File: src/rtl/hazard_ctrl.sv
// RV32I issue/hazard controller: pending-write scoreboard, in-flight limit, branch sequencing.
// Optional: define WB_BYPASS_EN to treat a register retiring this cycle as not busy.
module hazard_ctrl #(
  parameter int MAX_INFLIGHT = 4,
  parameter int CNT_W        = 4
) (
  input  logic             clock,
  input  logic             reset,
  input  logic             id_valid,
  input  logic [31:0]      id_inst,
  input  logic             wb_valid,
  input  logic [4:0]       wb_rd,
  input  logic             retire_valid,
  input  logic             ctrl_resolve,
  input  logic             ctrl_taken,
  output logic             id_ready,
  output logic             issue,
  output logic             fetch_hold,
  output logic             flush,
  output logic [31:0]      busy_mask,
  output logic [CNT_W-1:0] inflight,
  output logic             err
);

  localparam logic [6:0] OP_LUI    = 7'b0110111;
  localparam logic [6:0] OP_AUIPC  = 7'b0010111;
  localparam logic [6:0] OP_JAL    = 7'b1101111;
  localparam logic [6:0] OP_JALR   = 7'b1100111;
  localparam logic [6:0] OP_BRANCH = 7'b1100011;
  localparam logic [6:0] OP_LOAD   = 7'b0000011;
  localparam logic [6:0] OP_STORE  = 7'b0100011;
  localparam logic [6:0] OP_OPIMM  = 7'b0010011;
  localparam logic [6:0] OP_OP     = 7'b0110011;

  typedef enum logic [1:0] {
    S_RUN,
    S_WAIT,
    S_FLUSH
  } state_t;

  state_t           state_q, state_d;
  logic [31:0]      busy_q, busy_d;
  logic [CNT_W-1:0] inflight_q, inflight_d;
  logic             err_q, err_d;

  logic [6:0]  opcode;
  logic [4:0]  rd, rs1, rs2;
  logic        use_rs1, use_rs2, wr_rd, is_ctrl;
  logic [31:0] clr_vec, set_vec, busy_chk;
  logic        raw_haz, waw_haz, room;
  logic        retire_ok, underflow, bad_resolve;
  logic        unused_bits;

  assign opcode      = id_inst[6:0];
  assign rd          = id_inst[11:7];
  assign rs1         = id_inst[19:15];
  assign rs2         = id_inst[24:20];
  assign unused_bits = ^{id_inst[31:25], id_inst[14:12]};

  always_comb begin
    use_rs1 = 1'b0;
    use_rs2 = 1'b0;
    wr_rd   = 1'b0;
    is_ctrl = 1'b0;
    unique case (opcode)
      OP_OPIMM:  begin use_rs1 = 1'b1; wr_rd = 1'b1; end
      OP_OP:     begin use_rs1 = 1'b1; use_rs2 = 1'b1; wr_rd = 1'b1; end
      OP_LUI:    wr_rd = 1'b1;
      OP_AUIPC:  wr_rd = 1'b1;
      OP_JAL:    begin wr_rd = 1'b1; is_ctrl = 1'b1; end
      OP_JALR:   begin use_rs1 = 1'b1; wr_rd = 1'b1; is_ctrl = 1'b1; end
      OP_BRANCH: begin use_rs1 = 1'b1; use_rs2 = 1'b1; is_ctrl = 1'b1; end
      OP_LOAD:   begin use_rs1 = 1'b1; wr_rd = 1'b1; end
      OP_STORE:  begin use_rs1 = 1'b1; use_rs2 = 1'b1; end
      default:   ;
    endcase
  end

  assign clr_vec = (wb_valid && wb_rd != 5'd0) ? (32'd1 << wb_rd) : 32'd0;

`ifdef WB_BYPASS_EN
  assign busy_chk = busy_q & ~clr_vec;
`else
  assign busy_chk = busy_q;
`endif

  assign raw_haz = (use_rs1 && rs1 != 5'd0 && busy_chk[rs1])
                 | (use_rs2 && rs2 != 5'd0 && busy_chk[rs2]);
  assign waw_haz = wr_rd && rd != 5'd0 && busy_chk[rd];
  assign room    = inflight_q < CNT_W'(MAX_INFLIGHT);

  assign id_ready = (state_q == S_RUN) && room && !raw_haz && !waw_haz;
  assign issue    = id_valid && id_ready;

  // Set is ORed in after the clear so a same-edge set wins.
  assign set_vec = (issue && wr_rd && rd != 5'd0) ? (32'd1 << rd) : 32'd0;
  assign busy_d  = (busy_q & ~clr_vec) | set_vec;

  assign retire_ok   = retire_valid && inflight_q != '0;
  assign underflow   = retire_valid && inflight_q == '0;
  assign bad_resolve = ctrl_resolve && state_q != S_WAIT;
  assign err_d       = err_q | underflow | bad_resolve;

  always_comb begin
    inflight_d = inflight_q;
    if (issue && !retire_ok)
      inflight_d = inflight_q + CNT_W'(1);
    else if (!issue && retire_ok)
      inflight_d = inflight_q - CNT_W'(1);
  end

  always_comb begin
    state_d = state_q;
    unique case (state_q)
      S_RUN:   if (issue && is_ctrl) state_d = S_WAIT;
      S_WAIT:  if (ctrl_resolve)
                 state_d = ctrl_taken ? S_FLUSH : S_RUN;
      S_FLUSH: state_d = S_RUN;
      default: state_d = S_RUN;
    endcase
  end

  always_ff @(posedge clock) begin
    if (reset) begin
      state_q    <= S_RUN;
      busy_q     <= '0;
      inflight_q <= '0;
      err_q      <= 1'b0;
    end else begin
      state_q    <= state_d;
      busy_q     <= busy_d;
      inflight_q <= inflight_d;
      err_q      <= err_d;
    end
  end

  assign fetch_hold = (state_q == S_WAIT);
  assign flush      = (state_q == S_FLUSH);
  assign busy_mask  = busy_q;
  assign inflight   = inflight_q;
  assign err        = err_q;

endmodule

File: config.mk
export PLATFORM = sky130hd
export DESIGN_NAME = hazard_ctrl
export DESIGN_NICKNAME = d
export VERILOG_FILES = /design/src/rtl/hazard_ctrl.sv
export SDC_FILE = /design/constraint.sdc
export NUM_CORES = 1
export LEC_CHECK = 0
export ABC_AREA = 0
export CAP_MARGIN = 20
export CELL_PAD_IN_SITES_DETAIL_PLACEMENT = 0
export CELL_PAD_IN_SITES_GLOBAL_PLACEMENT = 1
export CORE_MARGIN = 8
export CORE_UTILIZATION = 40
export DETAILED_ROUTE_END_ITERATION = 6
export MAX_ROUTING_LAYER = met4
export PLACE_DENSITY = 0.9
export SYNTH_ARGS = -nofsm -noshare
export SYNTH_HDL_FRONTEND = slang
export SYNTH_SLANG_ARGS = --single-unit
export TNS_END_PERCENT = 20
File: constraint.sdc
create_clock -name clock -period 9.21 [get_ports clock]
set_clock_uncertainty 0.1 [all_clocks]
set_input_delay 1.842 -clock clock [delete_from_list [all_inputs] [get_ports clock]]
set_output_delay 1.842 -clock clock [all_outputs]
set_load 0.02 [all_outputs]
==> flow_summary.ini <==
[status]
outcome = finished, violations left
violations = design-rule violations

[sta]
hold_viol_final = 0
setup_ws_ps = 1620
fin_crit_ps = 7590
max_slew_margin_pct = 37.2
finalCritPeriodShare_pct = 82.4
slew_viol_final = 0
worst_pin_slew_ps = 941
finalSetupViolations = 0
rsz0062_at_grt = false
final.setup.tns_ps = 0
fmax_mhz = 132

[power_and_ir_drop]
irDropWorstVdd_uv = 63.8
powerDensity_mw_per_mm2 = 133
leakagePower_nw = 1.40

[worst_setup_path]
startpoint_type = input port
path_cells = clkdlybuf4s50_1, mux4_2, and4_1, a21oi_1, nand4_1, buf_4, and2_1, nor4b_1, clkdlybuf4s50_1
rrSetupSlack_ps = 5040
crit_type = in2out
critical-path-max-stage-delay_ps = 1030
cp_slowest_cell = clkdlybuf4s50_1
crit_buf_inv = 3
endpoint_kind = output port
worstPathMaxFanout = 33
critical_path.top_delay_family = buffers and inverters
cp.required_ps = 7270
critical_path.most_common_cell = clkdlybuf4s50_1
arrival_ps = 5650

[die]
die_y_um = 105
pin_count = 85
num_rows = 32
die_x_um = 105
core-area_mm2 = 0.00769
start_util_pct = 41.1
floorplan.die_area_mm2 = 0.0110

[clock_tree]
cts_tree = yes
holdBufCountCts = 0
cts_made_buffers = 5
post_cts_resized = 0
clock-sinks = 39
clk_pin_slew_ps = 70
htree_levels = 2
root_buffer = clkbuf_8
cts_setup_buffers = 0
clockBufferDepth = 2
clk_latency_ps = 300

[synth]
synthesis.area_mm2 = 0.00316
synth-seq-cells = 39
synthCells = 342
syn_nets = 390
synth_fa_ha_area_share_pct = 1.82
yosys.area_share.simple_pct = 24.9
netlist_top_cells_area = dfxtp_1 (25%), mux4_2 (10%), o31ai_2 (9.9%)
yosysSeqAreaShare_pct = 24.7
synth-compound-area-share_pct = 21.8
synth_top_area_share_pct = 24.7
muxShareOfSynthArea_pct = 20.1
yosysUniqueCellTypes = 49
yosys_warnings = 0
avgSynthCellArea_um2 = 9.23
synth-edff-count = 0
synth_top_area_cell = dfxtp_1
synth_ff_type = dfxtp_1
async_flop_share_pct = 0
synth_top_family_by_area = simple AND/OR/NAND/NOR gates
synth_xor_area_share_pct = 0.832

[grt]
grt_usage_pct = 19.3
antenna_found_initial = 0
grt_pass1_wl_um = 17000
grt_max_degree = 35
grt_pass1_vias = 3153
overflow = 0

[finish]
n_fill_cell = 699
drive_gt1_share_pct = 14.7
layout.nets = 441
syn2layout_area_growth_pct = 26.7
diodes = 0
fin_util_pct = 52.0
stdcell_count = 496

[placed_design]
dpl.cell_count = 488
dp_hpwl_um = 7690
portBuffers = 74
place_ws_ps = 1620
gp_congestion = 0.966

[routing]
wl_per_cell_um = 21.2
firstDrtPassIters = 7
viasPerCell = 6.41
drt-total-wl_um = 10500
ant_nets = 0
remaining_drc_errors = 1
drtIter0Drc = 325
vias = 3177

[run]
drv_cap = 0

[worst_hold_path]
hp-class = reg2reg
[metal layers]
| metal | share of wire [%] | GRT usage [%] | up-vias |
|---|---|---|---|
| met5 | 0 | - | - |
| met2 | 45 | 28.8 | 172 |
| li1 | - | - | 1443 |
| met4 | 1.9 | 6.12 | 0 |
| met3 | 7.3 | 2.64 | 19 |
| met1 | 46 | 26.3 | 1543 |
[logic make-up after synthesis]
family | after synthesis
AO/OA/AOI/OAI | 71
XOR/XNOR | 3
adder cells (fa/ha/maj) | 4
buffers and inverters | 39
flip-flops | 39
multiplexers | 36
AND/OR/NAND/NOR | 150
[layout by cell type (no fill, tap or decap), types with 3 or more instances in the layout]
cell type	synthesis	final
o211ai_1	11	11
a21oi_1	5	5
nor2b_1	7	7
clkbuf_8	0	7
ha_1	3	3
nor2_1	21	21
nand3_1	45	45
inv_1	6	6
o31ai_1	3	3
nand2b_1	10	10
nor4_1	3	3
mux4_2	14	14
nand4_1	13	13
clkdlybuf4s50_1	0	74
nand4b_1	3	3
o21ai_0	5	5
o311ai_0	8	8
nor3_1	11	10
o31ai_2	25	25
nand2_1	21	21
buf_4	0	3
mux2i_1	15	15
dfxtp_1	39	39
mux4_1	6	6
[path summary, 6_finish.rpt]
path	cells after the start	from	end
max	9	id_inst[8]	issue
min	2	err$_SDFF_PP0_	err$_SDFF_PP0_
max reg2reg	15	busy_mask[7]$_SDFF_PP0_	inflight[3]$_SDFFE_PP0P_
min reg2reg	2	err$_SDFF_PP0_	err$_SDFF_PP0_
[power by group]
part | switching, mW | internal [mW]
logic | 0.112 | 0.0952
registers | 0.0130 | 0.178
clock network | 0.0641 | 0.0685
total | 0.189 | 0.342
[worst min-delay path, cell delays in order, from the launching register on]
cell,delay [ps]
dfxtp_1,330
a221oi_1,50
nor2_1,80
[through the flow]
step | area (um2) | power [mW] | hold WS, ps
finish | 4000 | 0.531 | 401
global route | 4000 | 0.564 | 443
CTS | 4000 | 0.532 | 411
detailed placement | 3900 | 0.402 | 394
global placement | 3900 | 0.398 | 362
floorplan | 3160 | 0.330 | 400
[area by class of cell]
type	instances	area [um2]	share of cell area, %
multi-input cells	264	2210	55.1
flip-flops and latches	39	781	19.5
repair buffers	77	763	19.1
well taps	102	128	3.19
clock buffers	8	100	2.50
inverters	6	22.5	0.563
[sequential cells by signal, indices dropped and copies added, names as in the netlist]
register	count
inflight	4
state_q	2
err	1
busy_mask	32
[synthesized netlist by cell type (2+ instances only)]
master	n
nand3_1	45
nand2b_1	10
nor4_1	3
dfxtp_1	39
nor2_1	21
nand4_1	13
nand3b_1	2
mux4_1	6
buf_2	5
nor2b_1	7
o31ai_1	3
o31ai_4	2
a21oi_1	5
a21o_1	2
buf_1	2
o22ai_1	2
and2_1	2
mux2i_1	15
nand4b_1	3
clkbuf_1	22
buf_6	4
nand2_1	21
nor3_1	11
inv_1	6
mux4_2	14
o21ai_0	5
o311ai_0	8
and3_1	2
a211oi_1	2
or3_1	2
ha_1	3
o211ai_1	11
o31ai_2	25
or4_1	2
xnor2_1	2
nor3b_1	2
Power figures use the tool's default switching activity.
